**src/rtl/draw_pkg.sv**
```systemverilog
// Shared drawing constants for the 96x64 OLED panel and the cursor FSM state type.
package draw_pkg;

  localparam int unsigned OLED_W = 96;
  localparam int unsigned OLED_H = 64;

  localparam logic [7:0] CURSOR_X_MAX  = 8'd94;
  localparam logic [7:0] CURSOR_Y_MAX  = 8'd62;
  localparam logic [7:0] CURSOR_X_HOME = 8'd47;
  localparam logic [7:0] CURSOR_Y_HOME = 8'd31;

  typedef enum logic [1:0] {
    ST_IDLE,
    ST_DELAY,
    ST_REPEAT
  } cursor_state_t;

  // One saturating step along a single axis; inc and dec are never both set.
  function automatic logic [7:0] axis_step(input logic [7:0] pos, input logic inc,
                                           input logic dec, input logic [7:0] pos_max);
    logic [7:0] nxt;
    nxt = pos;
    if (inc && (pos < pos_max)) nxt = pos + 8'd1;
    else if (dec && (pos != 8'd0)) nxt = pos - 8'd1;
    return nxt;
  endfunction

endpackage

```
**src/rtl/btn_debounce.sv**
```systemverilog
// Two-flop synchroniser followed by a counter debouncer for one raw push-button.
module btn_debounce #(
  parameter int unsigned DEBOUNCE_CYCLES = 1_000_000
) (
  input  logic CLOCK,
  input  logic RESETN,
  input  logic btn_raw,
  output logic btn_level
);

  localparam int unsigned CW = $clog2(DEBOUNCE_CYCLES + 1);
  localparam logic [CW-1:0] CNT_LAST = CW'(DEBOUNCE_CYCLES - 1);

  logic          sync_a;
  logic          sync_b;
  logic [CW-1:0] cnt;

  always_ff @(posedge CLOCK or negedge RESETN) begin
    if (!RESETN) begin
      sync_a    <= 1'b0;
      sync_b    <= 1'b0;
      cnt       <= '0;
      btn_level <= 1'b0;
    end else begin
      sync_a <= btn_raw;
      sync_b <= sync_a;
      // Any sample matching the current level restarts the stability count.
      if (sync_b == btn_level) begin
        cnt <= '0;
      end else if (cnt == CNT_LAST) begin
        btn_level <= sync_b;
        cnt       <= '0;
      end else begin
        cnt <= cnt + CW'(1);
      end
    end
  end

endmodule

```
**src/rtl/cursor_ctrl.sv**
```systemverilog
// Cursor position controller: debounced buttons drive a step / hold-delay / auto-repeat FSM.
module cursor_ctrl
  import draw_pkg::*;
#(
  parameter int unsigned DEBOUNCE_CYCLES = 1_000_000,
  parameter int unsigned REPEAT_DELAY    = 50_000_000,
  parameter int unsigned REPEAT_PERIOD   = 10_000_000
) (
  input  logic       CLOCK,
  input  logic       RESETN,
  input  logic       btnU,
  input  logic       btnD,
  input  logic       btnL,
  input  logic       btnR,
  input  logic       enable,
  output logic [7:0] curr_pixel_x,
  output logic [7:0] curr_pixel_y,
  output logic       moved
);

  localparam int unsigned TIMER_MAX = (REPEAT_DELAY > REPEAT_PERIOD) ? REPEAT_DELAY : REPEAT_PERIOD;
  localparam int unsigned TW = $clog2(TIMER_MAX + 1);
  localparam logic [TW-1:0] DELAY_LAST  = TW'(REPEAT_DELAY - 1);
  localparam logic [TW-1:0] PERIOD_LAST = TW'(REPEAT_PERIOD - 1);

  logic lvl_u, lvl_d, lvl_l, lvl_r;

  btn_debounce #(.DEBOUNCE_CYCLES(DEBOUNCE_CYCLES)) u_deb_u (
    .CLOCK(CLOCK), .RESETN(RESETN), .btn_raw(btnU), .btn_level(lvl_u));
  btn_debounce #(.DEBOUNCE_CYCLES(DEBOUNCE_CYCLES)) u_deb_d (
    .CLOCK(CLOCK), .RESETN(RESETN), .btn_raw(btnD), .btn_level(lvl_d));
  btn_debounce #(.DEBOUNCE_CYCLES(DEBOUNCE_CYCLES)) u_deb_l (
    .CLOCK(CLOCK), .RESETN(RESETN), .btn_raw(btnL), .btn_level(lvl_l));
  btn_debounce #(.DEBOUNCE_CYCLES(DEBOUNCE_CYCLES)) u_deb_r (
    .CLOCK(CLOCK), .RESETN(RESETN), .btn_raw(btnR), .btn_level(lvl_r));

  // Direction as one-hot-per-axis flags {x+, x-, y+, y-}; opposing presses cancel.
  logic [3:0] dir;
  logic [3:0] dir_prev;
  logic       dir_active;
  logic       dir_changed;

  assign dir         = {lvl_r & ~lvl_l, lvl_l & ~lvl_r, lvl_d & ~lvl_u, lvl_u & ~lvl_d};
  assign dir_active  = |dir;
  assign dir_changed = (dir != dir_prev);

  cursor_state_t state, state_nxt;
  logic [TW-1:0] timer;
  logic          do_step;
  logic          timer_clr;
  logic [7:0]    step_x;
  logic [7:0]    step_y;

  always_ff @(posedge CLOCK or negedge RESETN) begin
    if (!RESETN) state <= ST_IDLE;
    else         state <= state_nxt;
  end

  always_comb begin
    state_nxt = state;
    if (!enable || !dir_active) begin
      state_nxt = ST_IDLE;
    end else begin
      case (state)
        ST_IDLE:   state_nxt = ST_DELAY;
        ST_DELAY:  if (dir_changed) state_nxt = ST_DELAY;
                   else if (timer == DELAY_LAST) state_nxt = ST_REPEAT;
        ST_REPEAT: if (dir_changed) state_nxt = ST_DELAY;
        default:   state_nxt = ST_IDLE;
      endcase
    end
  end

  always_comb begin
    do_step   = 1'b0;
    timer_clr = 1'b1;
    if (enable && dir_active) begin
      case (state)
        ST_IDLE:   do_step = 1'b1;
        ST_DELAY:  if (dir_changed || (timer == DELAY_LAST)) do_step = 1'b1;
                   else timer_clr = 1'b0;
        ST_REPEAT: if (dir_changed || (timer == PERIOD_LAST)) do_step = 1'b1;
                   else timer_clr = 1'b0;
        default:   do_step = 1'b0;
      endcase
    end
  end

  assign step_x = axis_step(curr_pixel_x, dir[3], dir[2], CURSOR_X_MAX);
  assign step_y = axis_step(curr_pixel_y, dir[1], dir[0], CURSOR_Y_MAX);

  always_ff @(posedge CLOCK or negedge RESETN) begin
    if (!RESETN) begin
      timer        <= '0;
      dir_prev     <= '0;
      curr_pixel_x <= CURSOR_X_HOME;
      curr_pixel_y <= CURSOR_Y_HOME;
      moved        <= 1'b0;
    end else begin
      dir_prev <= dir;
      timer    <= timer_clr ? '0 : timer + TW'(1);
      if (do_step) begin
        curr_pixel_x <= step_x;
        curr_pixel_y <= step_y;
      end
      moved <= do_step && ((step_x != curr_pixel_x) || (step_y != curr_pixel_y));
    end
  end

endmodule

```
**config.mk**
```make
export PLATFORM = sky130hd
export DESIGN_NAME = cursor_ctrl
export DESIGN_NICKNAME = d
export VERILOG_FILES = /design/src/rtl/draw_pkg.sv /design/src/rtl/btn_debounce.sv /design/src/rtl/cursor_ctrl.sv
export SDC_FILE = /design/constraint.sdc
export NUM_CORES = 1
export LEC_CHECK = 0
export ABC_AREA = 1
export ABC_CLOCK_PERIOD_IN_PS = 2400
export BUFFER_PORTS_ARGS = -buffer_cell sky130_fd_sc_hd__clkbuf_2
export CAP_MARGIN = 20
export CORE_ASPECT_RATIO = 1.2
export CORE_MARGIN = 2
export CORE_UTILIZATION = 40
export CTS_CLUSTER_DIAMETER = 40
export CTS_CLUSTER_SIZE = 40
export DETAILED_ROUTE_END_ITERATION = 12
export PLACE_DENSITY_LB_ADDON = 0.08
export SLEW_MARGIN = 5
export SYNTH_ARGS = -nofsm -noshare
export SYNTH_HDL_FRONTEND = slang
export SYNTH_SLANG_ARGS = --single-unit
```
**constraint.sdc**
```tcl
create_clock -name CLOCK -period 2.4 [get_ports CLOCK]
set_clock_uncertainty 0.05 [all_clocks]
set_input_delay 0.12 -clock CLOCK [delete_from_list [all_inputs] [get_ports CLOCK]]
set_output_delay 0.12 -clock CLOCK [all_outputs]
set_load 0.02 [all_outputs]
```
* Word-level counts from Yosys, hierarchy flattened
Index checks and enable logic that the tools add are counted.
** Word-level totals
- Word-level logic and storage cells :: 107
- Output and inout bits :: 17
- Bits in registers :: 141
- Input port bits :: 7
** Cells by class
- Bitwise logic cells :: 12
- Eq/ne operators :: 17
- Magnitude comparators :: 2
- Multiplexer cells :: 24
- $add $sub $neg :: 9
- Reduce and logical (&&, ||, !) cells :: 21
** Operator list (count)
- two-way mux 20 bit :: 8
- adder 20 x 1 -> 20 bit, second input constant :: 4
- == test 20 bit, second input constant :: 4
- two-way mux 8 bit :: 4
- adder 26 x 1 -> 26 bit, second input constant :: 1
- == test 26 x 24 -> 1 bit, second input constant :: 1
- == test 26 bit, second input constant :: 1
- two-way mux 26 bit :: 1
- adder 8 x 1 -> 8 bit, second input constant :: 2
- inequality test 8 bit :: 2
- nonzero test 8 bit :: 2
- subtractor 8 x 1 -> 8 bit, second input constant :: 2
- AND reduction 2 bit :: 5
- less-than comparator 8 x 6 -> 1 bit, second input constant :: 1
- less-than comparator 8 x 7 -> 1 bit, second input constant :: 1
- two-way mux 2 bit :: 4
- NOT 1 bit :: 8
- logical AND 1 bit :: 6
- case mux 2 bit (3 select lines) :: 1
- AND 1 bit :: 4
- == test 1 bit :: 4
- logical OR 1 bit :: 4
- two-way mux 1 bit :: 4
- inequality test 4 bit :: 1
- other kinds (9) :: 10

* Logic depth before layout (Yosys ltp)
Gate-level depths: netlist of the first run.
- Word-level depth :: 8
- Mapped depth :: 13
- Depth with buffers taken out :: 12

* Hierarchy
A second synthesis of the first run with hierarchy kept.
** Unflattened totals
- Cell total of the unflattened synthesis :: 1204
- Area total of the unflattened synthesis :: 9022.4 µm²
** Modules (own cells, without submodules)
- btn_debounce :: cells each 161, seq. area each 575.6 µm², instances 4, area an instance 1335.0 µm²
- cursor_ctrl :: cells each 560, seq. area each 1238.7 µm², instances 1, area an instance 3682.3 µm²

* Worst setup path after synthesis of the first run
No wires, ideal clock.
- Kind :: register to register
- Start point :: register curr_pixel_y[0]
- End point :: register curr_pixel_y[7]
- Buffers on the path :: 0
- Data required time :: 2.232 ns
- Slack :: 0.494 ns
- Setup time :: 0.118 ns
- Data arrival time :: 1.739 ns
- Period minus slack after synthesis :: 1.906 ns
- Stages on the path, launching flop included :: 11
- Path through :: dfstp_2 > inv_1 > ha_1 > nand2_1 > nor2_1 > nor2_1 > nand2_1 > o21ai_0 > nor2_1 > nand3_1 > nand2_1
** On the way
- Cells in the longest elaborated chain, start to end :: 4
- Elaborated cells between the ends (all ways) :: 8
- Those cells by class :: add/sub: 2; order compare: 1; mux: 2; reduce/logical: 3
** RTL lines
- start: declaration :: line cursor_ctrl.sv:17 : output logic [7:0] curr_pixel_y,
- start signal: assignment :: line cursor_ctrl.sv:104 : curr_pixel_y <= step_y;
- branches (longest 3 deep; another with subtractor 8 x 1 -> 8 bit)
- two-way mux 8 bit (*) :: line draw_pkg.sv:23 : if (inc && (pos < pos_max)) nxt = pos + 8'd1;
Mark *: on every way between the ends.
A chain may end at the register's enable or synchronous reset.

* Worst setup path after layout of the first run
- Start point :: register u_deb_r.btn_level
- End point :: register curr_pixel_y[5]
** On the way
- Cells in the longest elaborated chain, start to end :: 7
- Elaborated cells between the ends (all ways) :: 12
- Those cells by class :: eq/ne: 1; mux: 4; bitwise: 3; reduce/logical: 4
** RTL lines
- start: declaration :: line btn_debounce.sv:8 : output logic btn_level
- start signal: assignment :: line btn_debounce.sv:31 : btn_level <= sync_b;
- NOT 1 bit (*) :: line cursor_ctrl.sv:43 : assign dir = {lvl_r & ~lvl_l, lvl_l & ~lvl_r, lvl_d & ~lvl_u, lvl_u & ~lvl_d};
- AND 1 bit (*) :: line cursor_ctrl.sv:43
- via dir[2] :: line cursor_ctrl.sv:38 : logic [3:0] dir;
- inequality test 4 bit :: line cursor_ctrl.sv:45 : assign dir_changed = (dir != dir_prev);
- logical OR 1 bit, on equally long branches :: line cursor_ctrl.sv:82, cursor_ctrl.sv:80
- two-way mux 1 bit, on equally long branches :: line cursor_ctrl.sv:82, cursor_ctrl.sv:80
- case mux 1 bit (3 select lines) :: line cursor_ctrl.sv:78 : case (state)
- two-way mux 1 bit (*) :: line cursor_ctrl.sv:77 : if (enable && dir_active) begin
Mark *: on every way through the listed nets, which the timed path passes. The rest lies on a longest branch.

==> results of run 1 <==
registers in the layout (all words and copies together), names as in the netlist, 2 cells and up:
| name | flops |
|---|---|
| timer | 26 |
| state | 2 |
| curr_pixel_y | 8 |
| dir_prev | 4 |
| u_deb_r.cnt | 20 |
| curr_pixel_x | 8 |
| u_deb_u.cnt | 20 |
| u_deb_d.cnt | 20 |
| u_deb_l.cnt | 20 |
synth_stat cells, drive strengths merged:
cell type  instances
nand2            281
nor2             208
inv              133
dfrtp            131
nand3             91
xor2              50
nor3              40
a21oi             32
nand4             32
xnor2             23
ha                19
buf               13
nor4              13
o21ai             12
dfstp             10
nor3b              7
a31oi              6
clkbuf             4
nand3b             3
or2                3
a41oi              2
mux2               2
and3               1
clkinv             1
placed cells by master, fill, tap and decap left out, types with 2 or more instances in the layout:
master / n
a41oi_1: 2
inv_6: 7
clkinv_4: 2
buf_4: 8
nand4_1: 31
nor3b_1: 7
inv_8: 2
clkbuf_2: 22
mux2_2: 2
dlygate4sd3_1: 5
buf_12: 2
a21oi_1: 32
nand2_1: 278
xnor2_1: 23
clkbuf_16: 17
ha_1: 19
nand2_2: 2
inv_1: 132
dfrtp_1: 131
nor3_1: 38
o21ai_1: 2
nand3b_1: 3
nor2_1: 198
o21ai_0: 9
xor2_1: 50
a31oi_1: 6
dfstp_2: 10
nand3_1: 90
nor3_2: 2
nor4_1: 13
nor2_2: 9
bufinv_16: 2
or2_2: 3
metrics by stage:
stage / utilization / area, um^2 / worst slack (ps) / hold WS [ps]
4_1_cts: 0.463 / 9370 / 281 / 62.3
3_5_place_dp: 0.431 / 8720 / 275 / 48.9
2_1_floorplan: - / 8260 / 494 / -226
6_report: 0.463 / 9370 / 299 / 80.4
5_1_grt: 0.463 / 9370 / 114 / 120
3_3_place_gp: 0.431 / 8720 / 330 / 45.2
worst paths after layout:
path,end,startpoint,depth (start not counted)
max reg2reg,curr_pixel_y[5]$_DFFE_PN0P_,u_deb_r.btn_level$_DFFE_PN0P_,12
min reg2reg,u_deb_r.sync_b$_DFF_PN0_,u_deb_r.sync_a$_DFF_PN0_,0
max in group asynchronous,u_deb_d.cnt[19]$_DFF_PN0_,RESETN,3
max,curr_pixel_y[5]$_DFFE_PN0P_,u_deb_r.btn_level$_DFFE_PN0P_,12
min,state[1]$_DFFE_PN0P_,enable,5
min in group asynchronous,timer[19]$_DFF_PN0_,RESETN,2
cell type report:
class	count	area, um^2	share of cell area
multi-input cells	825	4120	0.440
flip-flops and latches	141	3540	0.378
inverters	134	503	0.0537
clock buffers	17	425	0.0454
well taps	265	332	0.0354
repair buffers	38	272	0.0290
clock inverters	15	174	0.0186
routing by layer:
metal	routed length, um	part of all wire	up-vias
met1	8860	0.48	3257
li1	-	-	3639
met5	0	0	-
met4	299	0.016	0
met2	8960	0.48	93
met3	517	0.028	24
cells by family after synthesis:
logic type | synth area share
and+or+nand+nor | 0.356
adders and majority gates | 0.0288
muxes | 0.00273
DFF | 0.429
AOI/OAI and AO/OA | 0.0338
xor gates and xnor gates | 0.0774
buffers and inverters | 0.0722
where the power goes:
group | total [mW] | switching, mW | internal, mW | leakage [nW]
combinational | 0.132 | 0.0925 | 0.0395 | 2.13
sequential | 2.42 | 0.0169 | 2.40 | 1.91
clock | 2.69 | 1.12 | 1.57 | 0.294
repair_timing:
| item | 4_1_cts | 5_1_grt |
|---|---|---|
| endpoints found under the setup margin | 0 | 0 |
| hold buffers | 5 | 0 |
| endpoints found under the hold margin | 57 | 0 |
worst reg2reg max path, cell delays in order, from the launching register on:
cell,delay [ps]
dfrtp_1,440
inv_1,80
ha_1,240
inv_2,60
nand2_1,60
nand4_1,110
nor2_2,170
nand2_1,70
nand2_1,130
nand3_4,230
nand2_4,260
nand2_1,90
nand2_1,60
==> run_results.csv, run 1 <==
group,metric,value,unit
detailed_routing,wl_per_cell,13.0,um
timing,setup_repair_after_global_routing_missed_its_margin,"false",
layout,final_layout_size_suffix_gt1_frac,0.0846,
clocking,cts_tree,"done",
place,routabilityCongestion,0.853,
synth,synth_area_leaders,"dfrtp_1, nand2_1, nor2_1, inv_1, nand3_1",
clocking,ctsRootBufferMaster,"clkbuf_16",
global_route,global_route_wire_length_before_repair,33.0,mm
power,ir_drop,0.488,mV
hold_path,hold_path.class,"input port to flop",
timing,timing.slew.headroom,0.616,
global_route,global_route.usage.total,0.185,
synth,synthesis.yosys.warnings,0,
layout,fillers,2076,
global_route,top_usage_layer,"met2",
global_route,grtUsageMet3,0.0311,
layout,nNetsFinal,1183,
setup_path,wp_buf_inv,2,
timing,tightestPinTransition,572,ps
die,boundaryPins,24,
global_route,grt_pass1_vias,6940,
detailed_routing,vias,7013,
synth,synth_top_area_share,0.397,
setup_path,crit_fanout,17,
power,total_power_divided_by_cell_area,559,nW/um^2
clocking,cts-buffers-inserted,17,
clocking,path_clk_slew,60,ps
global_route,remaining_overflow_grt,0,
die,chipWidth,135,um
setup_path,setup.worst_path.class,"flop to flop",
layout,stdcell_count,1435,
synth,ys_seq_area_frac,0.429,
detailed_routing,ant_nets,0,
synth,synthesis.area,8260,um^2
timing,period_minus_slack,2100,ps
detailed_routing,via_per_inst,4.89,
layout,flow.area_growth_from_synthesis,13.4,%
global_route,gr-usage-met1,0.244,
power,totalPowerFinal,5.24,mW
place,dp_hpwl,13.6,mm
setup_path,cp_max_delay_cell,"dfrtp_1",
place,placed_cells_incl_taps,1398,
setup_path,launching_element_type_of_the_critical_path,"flop",
detailed_routing,wl,18.6,mm
setup_path,critPathArrivalTime,2410,ps
setup_path,reg2reg_slack,300,ps
synth,synthCells,1117,
die,floorplan.initialDensity,0.408,
timing,report.final.hold_viol_count,0,
timing,max_clock_freq,0.476,GHz
die,fp-row-count,57,
detailed_routing,drt_first_pass_iters,5,
die,die_area,21800,um^2
timing,setup_total_negative_slack,0,ps
synth,netlist-cell-type-count,36,
power,static-leakage-power,4.33,nW
setup_path,crit_path_cell_trace,"inv_1 > ha_1 > inv_2 > nand2_1 > nand4_1 > nor2_2 > nand2_1 > nand2_1 > nand3_4 > nand2_4 > nand2_1 > nand2_1",
timing,finalMaxSlewViolations,0,
clocking,count_of_h_tree_levels_built_during_cts,4,
die,core_region_area,20300,um^2
layout,diodes,0,
timing,finalCritPeriodShare,0.875,
detailed_routing,drc_errors,0,
setup_path,cp.required,2710,ps
die,dieHeight,161,um
global_route,antenna_found_initial,0,
clocking,cts_resized,0,
clocking,tritoncts_num_sinks,141,
place,portBuffers,23,
setup_path,timing.critical_path.to_type,"flop",
synth,yosysTopAreaCell,"dfrtp_1",
detailed_routing,dr.first_iter.drc_count,329,
setup_path,critical_path.max_stage_delay,440,ps
status,result_of_the_run,"completed",
setup_path,cp_top_family,"simple AND/OR/NAND/NOR gates",
flow_run,timing.max_cap.violations,0,
clocking,clock_latency,430,ps
global_route,gr-usage-met2,0.312,
timing,final-setup-viol-count,0,
synth,synth_nets,1143,
global_route,maximum_number_of_pins_on_one_net_before_global_route_repair,54,
synth,syn_avg_cell_area,7.40,um^2
clocking,cts.repair_timing.setup_buffer_count,0,
clocking,max-clock-path-buffers,2,
synth,synth-seq-cells,141,
setup_path,critical_path.most_common_cell,"nand2_1",
Note: power is estimated with default switching activity, not from simulation.
==> inputs of run 2 (changes only) <==
--- a/config.mk
+++ b/config.mk
@@ -12,6 +12,7 @@
 export CORE_ASPECT_RATIO = 1.2
 export CORE_MARGIN = 2
 export CORE_UTILIZATION = 40
+export CTS_BUF_LIST = sky130_fd_sc_hd__clkbuf_4 sky130_fd_sc_hd__clkbuf_8
 export CTS_CLUSTER_DIAMETER = 40
 export CTS_CLUSTER_SIZE = 40
 export DETAILED_ROUTE_END_ITERATION = 12
==> run_results.csv, run 2 (same netlist as run 1, synthesis figures left out) <==
group,metric,value,unit
die,chipWidth,135,um
layout,diodes,0,
setup_path,crit_fanout,17,
power,pwr-share-clk,0.438,
detailed_routing,ant_nets,0,
setup_path,critical_path.most_common_cell,"nand2_1",
layout,flow.area_growth_from_synthesis,11.1,%
layout,nNetsFinal,1183,
place,detailed_place.area,8720,um^2
power,total_power_divided_by_cell_area,494,nW/um^2
detailed_routing,wl_per_cell,12.9,um
global_route,global_route_wire_length_before_repair,32.9,mm
setup_path,cp.required,2740,ps
global_route,grt_pass1_vias,6900,
clocking,ctsRootBufferMaster,"clkbuf_8",
setup_path,critical_path.max_stage_delay,440,ps
timing,report.final.hold_viol_count,0,
global_route,global_route.usage.total,0.185,
hold_path,hold_path.class,"input port to flop",
power,ir_drop,0.320,mV
clocking,cts.repair_timing.setup_buffer_count,0,
clocking,cts_resized,0,
detailed_routing,dr.first_iter.drc_count,304,
timing,finalWorstSetupSlack,299,ps
global_route,maximum_number_of_pins_on_one_net_before_global_route_repair,54,
layout,final_layout_size_suffix_gt1_frac,0.0846,
power,comb_power_share,0.029,
die,dieHeight,161,um
die,core_region_area,20300,um^2
timing,max_clock_freq,0.476,GHz
detailed_routing,vias,6992,
layout,registers.top_by_ff_count,"timer",
clocking,quantity_of_hold_fixing_buffers_added_after_cts,5,
setup_path,crit_path_cell_trace,"inv_1 > ha_1 > inv_2 > nand2_1 > nand4_1 > nor2_2 > nand2_1 > nand2_1 > nand3_4 > nand2_4 > nand2_1 > nand2_1",
layout,fillers,2095,
layout,most-common-layout-cells,"nand2_1, nor2_1, inv_1",
clocking,cts-buffers-inserted,17,
layout,final_design_area_no_fill,9180,um^2
status,result_of_the_run,"completed",
timing,tightestPinTransition,571,ps
place,portBuffers,23,
die,fp-row-count,57,
timing,setup_repair_after_global_routing_missed_its_margin,"false",
power,swShare,0.250,
global_route,antenna_found_initial,0,
place,dp_hpwl,13.6,mm
clocking,cts_tree,"done",
die,die_area,21800,um^2
power,power_frac_seq,0.533,
timing,finalCritPeriodShare,0.875,
die,boundaryPins,24,
setup_path,launching_element_type_of_the_critical_path,"flop",
clocking,max-clock-path-buffers,2,
power,static-leakage-power,4.24,nW
setup_path,cp_max_delay_cell,"dfrtp_1",
power,p_int,3.40,mW
setup_path,setup.worst_path.class,"flop to flop",
clocking,tritoncts_num_sinks,141,
place,routabilityCongestion,0.853,
setup_path,cp_top_family,"simple AND/OR/NAND/NOR gates",
setup_path,timing.critical_path.to_type,"flop",
clocking,clock_latency,450,ps
timing,finalMaxSlewViolations,0,
timing,period_minus_slack,2100,ps
setup_path,wp_buf_inv,2,
detailed_routing,drc_errors,0,
timing,final-setup-viol-count,0,
setup_path,critPathArrivalTime,2440,ps
flow_run,timing.max_cap.violations,0,
clocking,path_clk_slew,90,ps
layout,number_of_flip_flops_in_the_largest_register,26,
clocking,count_of_h_tree_levels_built_during_cts,4,
detailed_routing,wl,18.5,mm
power,power.switching,1.13,mW
layout,layout.cells.most_common,"nand2_1",
timing,setup_total_negative_slack,0,ps
global_route,remaining_overflow_grt,0,
timing,timing.slew.headroom,0.617,
detailed_routing,drt_first_pass_iters,4,
place,placement.setup.worst_slack,275,ps
detailed_routing,via_per_inst,4.87,
die,floorplan.initialDensity,0.408,
## run 2: cell counts in the layout (fill, tap and decap cells not counted)
Identical to the previous run, type by type.
## run 2: power by group through the flow
stage | logic (mW) | clock network (mW) | registers (mW)
floorplan | 0.0510 | 0 | 2.46
global placement | 0.134 | 0 | 2.46
detailed placement | 0.133 | 0 | 2.46
CTS | 0.140 | 2.08 | 2.41
global route | 0.158 | 2.19 | 2.42
finish | 0.131 | 1.99 | 2.41
## run 2: area by class of cell
type | instances | area (um^2) | share of cell area
Timing Repair Buffer | 38 | 272 | 0.0296
Clock inverter | 15 | 174 | 0.0190
Multi-Input combinational cell | 825 | 4120 | 0.449
Inverter | 134 | 503 | 0.0548
Sequential cell | 141 | 3540 | 0.386
Tap cell | 265 | 332 | 0.0361
Clock buffer | 17 | 234 | 0.0255
## run 2: final timing paths
check                                         endpoint                          start  slack (ps)  cells after the start
setup / recovery           curr_pixel_y[5]$_DFFE_PN0P_  u_deb_r.btn_level$_DFFE_PN0P_         300                     12
max in group asynchronous    u_deb_l.cnt[10]$_DFF_PN0_                         RESETN        1530                      3
hold reg to reg               u_deb_r.sync_b$_DFF_PN0_       u_deb_r.sync_a$_DFF_PN0_         300                      0
setup reg to reg           curr_pixel_y[5]$_DFFE_PN0P_  u_deb_r.btn_level$_DFFE_PN0P_         300                     12
min in group asynchronous          timer[19]$_DFF_PN0_                         RESETN         120                      2
hold / removal                    state[1]$_DFFE_PN0P_                         enable          50                      5
## run 2: tightest hold or removal path: stages
cell      delay, ps
clkbuf_2         80
nand2_1         110
nor2_1           80
nand3_1          70
nand2_1          50
## run 2: stage by stage
step                hold slack (ps)  power (mW)  utilization  std cells
floorplan                      -226        2.51            -       1117
global placement               45.2        2.59        0.431       1398
detailed placement             48.9        2.59        0.431       1398
CTS                            20.6        4.63        0.453       1435
global route                   69.7        4.77        0.453       1435
finish                         53.6        4.53        0.453       1435
## run 2: routing by layer
layer	vias to the layer above	GRT usage	routed length, um
met3	21	0.0367	516
met2	87	0.312	8950
met5	-	0	0
met1	3243	0.243	8810
met4	0	0.0478	255
li1	3641	-	-
